<file path="src/rtl/alu16_mul_seq_if.sv">
// Operand request / product return handshake bundle for alu16_mul_seq.
// The master is the requester; the slave is the sequencer.
interface alu16_mul_seq_if;
  logic        in_valid;
  logic        in_ready;
  logic [15:0] in_a;
  logic [15:0] in_b;
  logic        out_valid;
  logic        out_ready;
  logic [31:0] out_prod;

  modport master (
    output in_valid,
    output in_a,
    output in_b,
    output out_ready,
    input  in_ready,
    input  out_valid,
    input  out_prod
  );

  modport slave (
    input  in_valid,
    input  in_a,
    input  in_b,
    input  out_ready,
    output in_ready,
    output out_valid,
    output out_prod
  );
endinterface

</file>
<file path="src/rtl/alu16_mul_seq.sv">
// Unsigned 16x16->32 shift-and-add multiplier that borrows a shared
// 16-bit ALU for 16 ADD/RSHFT iteration pairs.
module alu16_mul_seq (
  input  logic                  clk,
  input  logic                  rst,
  alu16_mul_seq_if.slave        io,
  output logic [15:0]           alu_d1,
  output logic [15:0]           alu_d2,
  output logic                  alu_carry_in,
  output logic                  alu_carry_disable,
  output logic [1:0]            alu_cmd,
  input  logic [15:0]           alu_res,
  input  logic                  alu_carry_out
);

  localparam logic [2:0] OP_ADD   = 3'b000;
  localparam logic [2:0] OP_RSHFT = 3'b111;
  localparam int         ITER     = 16;
  localparam logic [3:0] CNT_LAST = 4'(ITER - 1);

  typedef enum logic [1:0] {
    S_IDLE,
    S_ADD,
    S_SHIFT,
    S_DONE
  } state_e;

  state_e      state_q, state_d;
  logic [15:0] m_q, m_d;
  logic [15:0] a_q, a_d;
  logic [15:0] q_q, q_d;
  logic        c_q, c_d;
  logic [3:0]  cnt_q, cnt_d;
  logic [2:0]  op;

  always_ff @(posedge clk or posedge rst) begin
    if (rst) begin
      state_q <= S_IDLE;
      m_q     <= '0;
      a_q     <= '0;
      q_q     <= '0;
      c_q     <= 1'b0;
      cnt_q   <= '0;
    end else begin
      state_q <= state_d;
      m_q     <= m_d;
      a_q     <= a_d;
      q_q     <= q_d;
      c_q     <= c_d;
      cnt_q   <= cnt_d;
    end
  end

  always_comb begin
    state_d      = state_q;
    m_d          = m_q;
    a_d          = a_q;
    q_d          = q_q;
    c_d          = c_q;
    cnt_d        = cnt_q;
    op           = OP_ADD;
    alu_d1       = '0;
    alu_d2       = '0;
    alu_carry_in = 1'b0;
    unique case (state_q)
      S_IDLE: begin
        if (io.in_valid) begin
          m_d     = io.in_a;
          q_d     = io.in_b;
          a_d     = '0;
          c_d     = 1'b0;
          cnt_d   = '0;
          state_d = S_ADD;
        end
      end
      S_ADD: begin
        alu_d1     = a_q;
        alu_d2     = q_q[0] ? m_q : '0;
        {c_d, a_d} = {alu_carry_out, alu_res};
        state_d    = S_SHIFT;
      end
      S_SHIFT: begin
        // carry from the add re-enters at A[15] through the shift
        alu_d2       = a_q;
        alu_carry_in = c_q;
        op           = OP_RSHFT;
        a_d          = alu_res;
        q_d          = {a_q[0], q_q[15:1]};
        c_d          = 1'b0;
        cnt_d        = cnt_q + 4'd1;
        state_d      = (cnt_q == CNT_LAST) ? S_DONE : S_ADD;
      end
      S_DONE: begin
        if (io.out_ready) begin
          state_d = S_IDLE;
        end
      end
    endcase
  end

  assign {alu_carry_disable, alu_cmd} = op;

  assign io.in_ready  = (state_q == S_IDLE);
  assign io.out_valid = (state_q == S_DONE);
  assign io.out_prod  = io.out_valid ? {a_q, q_q} : '0;

endmodule

</file>
<file path="src/flat_wrapper.sv">
// flat-port wrapper written by rule: the top's interface ports become plain ports
module alu16_mul_seq_flat 
  (clk, rst, alu_d1, alu_d2, alu_carry_in, alu_carry_disable, alu_cmd, alu_res, alu_carry_out, io_in_valid, io_in_a, io_in_b, io_out_ready, io_in_ready, io_out_valid, io_out_prod);
  alu16_mul_seq_if io_i ();
  input  logic clk;
  input  logic rst;
  output logic [15:0] alu_d1;
  output logic [15:0] alu_d2;
  output logic alu_carry_in;
  output logic alu_carry_disable;
  output logic [1:0] alu_cmd;
  input  logic [15:0] alu_res;
  input  logic alu_carry_out;
  input wire logic [$bits(io_i.in_valid)-1:0] io_in_valid;
  input wire logic [$bits(io_i.in_a)-1:0] io_in_a;
  input wire logic [$bits(io_i.in_b)-1:0] io_in_b;
  input wire logic [$bits(io_i.out_ready)-1:0] io_out_ready;
  output wire logic [$bits(io_i.in_ready)-1:0] io_in_ready;
  output wire logic [$bits(io_i.out_valid)-1:0] io_out_valid;
  output wire logic [$bits(io_i.out_prod)-1:0] io_out_prod;
  assign io_i.in_valid = io_in_valid;
  assign io_i.in_a = io_in_a;
  assign io_i.in_b = io_in_b;
  assign io_i.out_ready = io_out_ready;
  assign io_in_ready = io_i.in_ready;
  assign io_out_valid = io_i.out_valid;
  assign io_out_prod = io_i.out_prod;
  alu16_mul_seq u_core (.clk(clk), .rst(rst), .io(io_i), .alu_d1(alu_d1), .alu_d2(alu_d2), .alu_carry_in(alu_carry_in), .alu_carry_disable(alu_carry_disable), .alu_cmd(alu_cmd), .alu_res(alu_res), .alu_carry_out(alu_carry_out));
endmodule
</file>
<file path="config.mk">
export PLATFORM = sky130hd
export DESIGN_NAME = alu16_mul_seq_flat
export DESIGN_NICKNAME = d
export VERILOG_FILES = /design/src/rtl/alu16_mul_seq_if.sv /design/src/rtl/alu16_mul_seq.sv /design/src/flat_wrapper.sv
export SDC_FILE = /design/constraint.sdc
export NUM_CORES = 1
export LEC_CHECK = 0
export ABC_CLOCK_PERIOD_IN_PS = 2100
export CORE_ASPECT_RATIO = 1.1
export CORE_MARGIN = 1.5
export CORE_UTILIZATION = 45
export CTS_BUF_LIST = sky130_fd_sc_hd__clkbuf_8
export CTS_CLUSTER_SIZE = 25
export DETAILED_ROUTE_END_ITERATION = 6
export GPL_ROUTABILITY_DRIVEN = 0
export PLACE_DENSITY = 0.83
export RECOVER_POWER = 100
export SETUP_SLACK_MARGIN = 0.3
export SLEW_MARGIN = 0
export SYNTH_ARGS = -nofsm -noshare
export SYNTH_HDL_FRONTEND = slang
export SYNTH_SLANG_ARGS = --single-unit
export TNS_END_PERCENT = 50
</file>
<file path="constraint.sdc">
create_clock -name clk -period 2.1 [get_ports clk]
set_clock_uncertainty 0.1 [all_clocks]
set_input_delay 0.42 -clock clk [delete_from_list [all_inputs] [get_ports clk]]
set_output_delay 0.42 -clock clk [all_outputs]
set_load 0.01 [all_outputs]
</file>
Word-level counts from Yosys, hierarchy flattened

Cells that the tools add are included.
Widths: inputs -> output; s select.

$add $sub $neg: 1
Multiply operators: 0
Div/mod/pow operators: 0
Magnitude comparators: 0
Eq/ne operators: 6
Shifts and indexed selects: 0
Mux-type cells: 18
Bitwise operators: 0
Reduce and logical (&&, ||, !) cells: 10

Operators by type and width:

| kind                | count |
|---|---|
| $pmux 16 s2         | 3 |
| $mux 16             | 4 |
| $mux 32             | 1 |
| $reduce_and 2->1    | 5 |
| $pmux 2 s4          | 1 |
| $pmux 4 s2          | 1 |
| $mux 2              | 3 |
| $add 4x1->4 const B | 1 |
| $eq 2x2->1 const B  | 2 |
| $eq 4x4->1 const B  | 1 |
| $mux 4              | 1 |
| $ne 2x2->1 const B  | 2 |
| $reduce_bool 2->1   | 2 |
| $mux 3              | 1 |
| $pmux 1 s3          | 1 |
| $reduce_bool 3->1   | 1 |
| $eq 2x1->1 const B  | 1 |
| $logic_not 2->1     | 1 |
| $mux 1              | 2 |
| $reduce_or 2->1     | 1 |

Register bits: 55
Latch bits: 0
Memory bits (writable): 0
Bits in read-only memories: 0
Input bits: 53
Output and inout port bits: 70
Logic and storage cells: 41
Memories kept: 0

Logic depth before layout (Yosys ltp)

Depth after elaboration: 4
Gate-level depth with buffers: 7
Gate-level depth less buffers: 5

Least setup slack after synthesis

No wires, ideal clock.

Path kind: register to output
Start: reg u_core.state_q[0]
End: out alu_d2[13]
Data arrival time: 1.515 ns
Required time: 1.580 ns
Setup slack: 0.065 ns
Stages on the path, launching flop included: 6
Buffers on the path: 1
Path through: dfrtp_1 > inv_1 > ha_1 > buf_1 > a22oi_1 > nor2b_1

Cells in the longest elaborated chain, start to end: 2

RTL lines:

| element                                         | line                | text |
|---|---|---|
| start, declared                                 | alu16_mul_seq.sv:28 | `state_e state_q, state_d;` |
| start signal, assigned                          | alu16_mul_seq.sv:45 | `state_q <= state_d;` |
| $eq 2x2->1 / $eq 2x1->1 (equally long branches) | alu16_mul_seq.sv:65 | `unique case (state_q)` |
| $pmux 16 s2 (*)                                 | alu16_mul_seq.sv:65 |  |
| end, declared                                   | flat_wrapper.sv:8   | `output logic [15:0] alu_d2;` |

Every way passes the cells marked *; elsewhere a longest branch is shown, timed or not.

Worst setup path after layout

Start: reg u_core.state_q[0]
End: out alu_d2[10]

Same word-level chain as after synthesis.

==> results.cfg <==
[run_status]
status = finished with violations
violations = setup timing

[sta]
fin_ws_ps = -246
setup_viol = 52
relSlewSlack_pct = 9.49
tightest_slew_ps = 1360
fin_crit_sh_pct = 112
grt_setup_unrepaired = true
maxSlewViolCount = 0
fin_crit_ps = 2350
timing.fmax_mhz = 426
hold_viol = 0

[min_path]
hold_path_depth = 1
min_to = u_core.cnt_q[3]
hold_start = u_core.cnt_q[3]
min-delay-path-class = flop to flop

[logic_synthesis]
synth_flop_cell = dfrtp_1
yosysMostFrequentCell = dfrtp_1
yosys.area.top_type = dfrtp_1
syn_nets = 373
synth-seq-cells = 55
syn_area_sq_um = 3010
synth-edff-count = 0
synth.yosys.seq_area_share_pct = 45.7
synth.avg_cell_area_sq_um = 9.65
synth_top_cell_area_share_pct = 45.7
synthTopCellsByCount = dfrtp_1 (55), and2_1 (51), o21ai_0 (44)
ys_warn_count = 0
synth.distinct_cells = 30
synth-async-reset-ratio_pct = 100
synth.area.top_cells = dfrtp_1 (46%), and2_1 (11%), o21ai_0 (7.3%)
synth_cells = 312

[grt]
grt_pass1_vias = 3115
grt_pass1_wl_um = 15200
overflow = 0
grt_usage_pct = 28.3
grt_max_degree = 56
antenna_found_initial = 0

[routing]
wirelength_um = 11600
drt_iter0_markers = 190
drc = 0
vias = 3210
dr.pass1.iters = 5
via_per_inst = 5.79
wire_per_inst_um = 21.0
ant_nets = 0

[placement]
dpl.cell_count = 518
portBuffers = 122
pre_cts_ws_ps = -266
dp_hpwl_um = 6250
placed_area_sq_um = 4570

[setup_path]
rr_startpoint = u_core.state_q[0]
cpMostUsedCell = buf_6
reg2reg_depth = 10
cp_cell_sequence = buf_6, clkinvlp_4, ha_4, buf_12, a22oi_2, nor2b_4, buf_6
max_stage_delay_ps = 420
crit_arrival_ps = 1830
worstPathRequired_ps = 1580
start_kind = flop
end_kind = output pin
path_max_fanout = 6
worst-r2r-setup-slack_ps = -10
slowest_stage = dfrtp_2
critPathKind = flop to output pin
reg2reg_to = u_core.cnt_q[3]

[power]
ir_drop_mv = 0.944
powerDensity_nw_per_um2 = 1580
leakage_nw = 2.39

[clock_tree]
cts-root-buf = clkbuf_8
cts_made_buffers = 5
clk_latency_ps = 320
cts_tree = yes
path_clk_slew_ps = 100
cts_max_path_buffers = 2
htree_levels = 2
cts.sinks = 55

[layout]
postLayoutCellArea_sq_um = 5340
fin_cells = 554
area_growth_pct = 77.4
nNetsFinal = 532
drive_above_1_share_pct = 51.9
final_util_pct = 82.0
diodes = 0

[die]
dieArea_sq_um = 7190
num_rows = 31
die_w_um = 81
die_h_um = 88.8
io_pins = 123
initial_core_util_pct = 46.2
core_sq_um = 6520

[run]
maxCapViolations = 0
==> layout make-up <==
cell class              count  area, sq um
multi-input cells         230         1870
flip-flops and latches     55         1380
well taps                  82          103
fillers                   328         1170
clock inverters             2         18.8
repair buffers            175         1870
inverters                   4         22.5
clock buffers               6         82.6
==> worst max-delay path by stage <==
stage                 startpoint    endpoint  slack [ps]
5_1_grt        u_core.state_q[0]  alu_d2[12]        -300
2_1_floorplan  u_core.state_q[1]   alu_d2[1]         260
3_5_place_dp   u_core.state_q[0]  alu_d2[15]        -270
4_1_cts        u_core.state_q[0]  alu_d2[15]        -300
6_report       u_core.state_q[0]  alu_d2[10]        -250
3_3_place_gp   u_core.state_q[0]   alu_d2[2]        -150
==> where the power goes <==
group | switching (W) | internal, W
Sequential | 0.000522 | 0.00156
Combinational | 0.00253 | 0.00314
Clock | 0.000385 | 0.000277
==> per-stage QoR <==
step / hold slack (ps) / setup TNS, ps / power [W]
2_1_floorplan: 351 / 0 / 0.00396
3_3_place_gp: 373 / -3760 / 0.00561
3_5_place_dp: 388 / -5070 / 0.00576
4_1_cts: 406 / -6050 / 0.00719
5_1_grt: 432 / -9180 / 0.00880
6_report: 416 / -6030 / 0.00842
==> cell families after synthesis <==
logic type | Yosys count | synth area share [%]
simple gates | 113 | 20.6
compound gates | 76 | 14.5
flops | 55 | 45.7
mux | 33 | 11.8
buf+inv | 27 | 4.15
fa+ha+maj | 8 | 3.32
==> metal layers <==
metal | global-route usage [%] | vias up | share of wire (%)
met2 | 48.6 | 197 | 51
met5 | 0 | - | 0
met1 | 32.9 | 1587 | 37
li1 | - | 1385 | -
met4 | 13.9 | 0 | 3.7
met3 | 6.91 | 41 | 8.3
==> registers in the layout, indices dropped and copies added, names as in the netlist <==
| register | count |
|---|---|
| u_core.a_q | 16 |
| u_core.q_q | 16 |
| u_core.m_q | 16 |
| u_core.c_q | 1 |
| u_core.cnt_q | 4 |
| u_core.state_q | 2 |
==> placed cells by master (no fill, tap or decap), types with 2 or more instances in the layout <==
cell type	netlist	layout
nor2b_1	16	8
and2_4	0	42
o21ai_1	8	36
clkdlybuf4s50_1	0	52
nor2b_4	0	3
dfrtp_1	55	54
and2_1	51	9
mux2_2	16	16
clkbuf_2	1	3
buf_12	0	8
clkinvlp_4	0	3
clkbuf_16	0	2
buf_4	3	16
mux2i_1	16	16
a22oi_2	0	15
a21oi_1	2	2
buf_16	0	4
clkbuf_8	0	6
ha_2	0	2
nand2_1	35	24
ha_4	0	4
buf_2	6	20
ha_1	8	2
o21ai_2	0	6
nand2b_1	5	5
a31oi_1	4	4
inv_2	0	2
buf_6	0	69
nor2b_2	0	5
o21ai_0	44	10
nand2_2	1	11
==> worst max-delay path, delay by kind of cell, from the launching register on <==
kind / cells / cell delay, ps
buffers and inverters: 4 / 540
DFF: 1 / 420
adders and majority gates: 1 / 250
AOI/OAI and AO/OA: 1 / 230
and+or+nand+nor: 1 / 70
==> timing repair <==
action	in CTS	in global routing
buffers inserted	14	7
gates cloned	4	3
endpoints found under the setup margin	108	108
hold buffers	0	0
pin swaps	23	25
hold endpoints to repair	0	0
resized for setup	355	125
(Power assumes the default switching activity.)
==> edit (same flow settings) <==
Re-encode `state_e` (4 states) as one-hot, 4 bits wide.
--- a/src/rtl/alu16_mul_seq.sv
+++ b/src/rtl/alu16_mul_seq.sv
@@ -19,9 +19,9 @@
   localparam logic [3:0] CNT_LAST = 4'(ITER - 1);
 
-  typedef enum logic [1:0] {
-    S_IDLE,
-    S_ADD,
-    S_SHIFT,
-    S_DONE
+  typedef enum logic [3:0] {
+    S_IDLE  = 4'b0001,
+    S_ADD   = 4'b0010,
+    S_SHIFT = 4'b0100,
+    S_DONE  = 4'b1000
   } state_e;
 
Check against the original RTL: same outputs for any inputs over 10 cycles, from zero or initial values and one cycle with rst high; not proved beyond that.
==> edit against the original RTL <==
The flow still finishes with violations (negative setup slack); sequential share of layout area grew 1.2 points; hold slack gained 15 ps; setup slack lost 180 ps; global-route usage grew 4.0 points; sequential cell count grew 2; area after synthesis shrank 0.62%; cell area shrank 0.84%; first-iteration DRC count grew 7.9%; routed wire length grew 10%; fmax shrank 7.1%; critical path type unchanged; highest routed layer unchanged.
Power is not compared: it rests on default switching activity, and its combinational part moved more than twofold at a synthesized area within 25%.
==> edit: results (changes against the original RTL) <==
data arrival time at the worst-slack endpoint=2010 ps (+180 ps); Clock buffer cells=11 (+5); Post-Synth XOR/XNOR Area=0.585% (+0.59 points); Finish-stage setup viols=102 (+96%); sequential-to-total area share from yosys stat=47.7% (+2.0 points); Avg Cell Area, Syn=10.9 um2 (+13%); count of non-CTS inverters in the layout=7 (+3); Slew headroom=34.6% (+25 points); placed insts=477 (-7.9%); met3 routed wirelength=1.12 mm (+15%); GRT Resource Usage Total=32.3% (+4.0 points); fraction of standard cell area that is sequential=26.9% (+1.2 points); destination of the worst hold path=u_core.m_q[0]; wire length of the first global-routing pass=16.6 mm (+9.4%); Detail Route met2 WL=6.60 mm (+10%); seq_cells=57 (+3.6%); worst reg2reg endpoint=u_core.q_q[8]; met2 capacity usage during global routing=57.7% (+9.1 points); mux cell area share after synthesis=6.40% (-5.4 points); count of placed standard cells in the final layout, fillers left out=532 (-4.0%); post_cts resized=353 (-0.56%); Layout area overhead=77.0%; status=finished, violations left; multi-input combinational cell count=183 (-20%); startpoint of the worst hold path=u_core.m_q[0]; minimum setup slack among reg-to-reg paths=-160 ps (-150 ps); number of DRC violations after detailed-routing iteration 0=205 (+7.9%); iteration count of the initial detailed-routing pass=7 (+2); Buffers, non-clock=189 (+8.0%); CTS H-tree lvls=3 (+1); Post-Place Setup Slack=-314 ps (-47.6 ps); via count normalized by instance count=6.01 (+3.6%); commonest cells in the netlist=60 x and2_1, 56 x dfrtp_1, 33 x a22o_1; HPWL reported at the end of detailed placement=6.33 mm (+1.3%); Synth Area in Adders=0.418% (-2.9 points); number of CTS-inserted buffers=9 (+4); filler instances=308 (-6.1%); length in cells of the worst reg-to-reg path=8 (-2); fraction of final layout cells with drive strength greater than 1=51.3% (-0.58 points); synthesized-area fraction occupied by ao, oa, aoi and oai cells=18.3% (+3.8 points); worst hold slack across all endpoints=431 ps (+15.4 ps); routed len/inst=24.1 um (+15%); end point of the critical path=alu_d2[1]; Global Route met3 Usage=7.73% (+0.82 points); worst setup slack after layout=-426 ps (-180 ps); failing checks=negative setup slack; global routing met1 resource utilization=37.0% (+4.1 points)
[edit: cell types whose count changed after synthesis, sizes merged, moves of 14 or more]
cell / before / now
a221o: 0 / 14
o21ai: 52 / 6
nor2b: 16 / 2
mux2i: 17 / 0
a22oi: 15 / 0
nand2: 36 / 4
a22o: 1 / 33
[edit: power by group through the flow]
stage	sequential (W)	combinational (W)	clock [W]
2_1_floorplan	0.00167	0.00102	0
3_3_place_gp	0.00179	0.00164	0
3_5_place_dp	0.00180	0.00170	0
4_1_cts	0.00180	0.00169	0.000944
5_1_grt	0.00191	0.00193	0.00103
6_report	0.00189	0.00182	0.000983
[edit: metrics by stage]
stage          cell area [um2]  TNS, ps
2_1_floorplan             3060     -186
3_3_place_gp              4490   -16000
3_5_place_dp              4490   -18200
4_1_cts                   4930   -14670
5_1_grt                   5300   -27250
6_report                  5300   -24950
[edit: worst max-delay path, cell delays in order, from the launching register on]
cell     delay [ps]
dfrtp_1         440
or4b_4          540
inv_8           130
buf_6           120
buf_6           100
a22o_1          170
buf_2           160
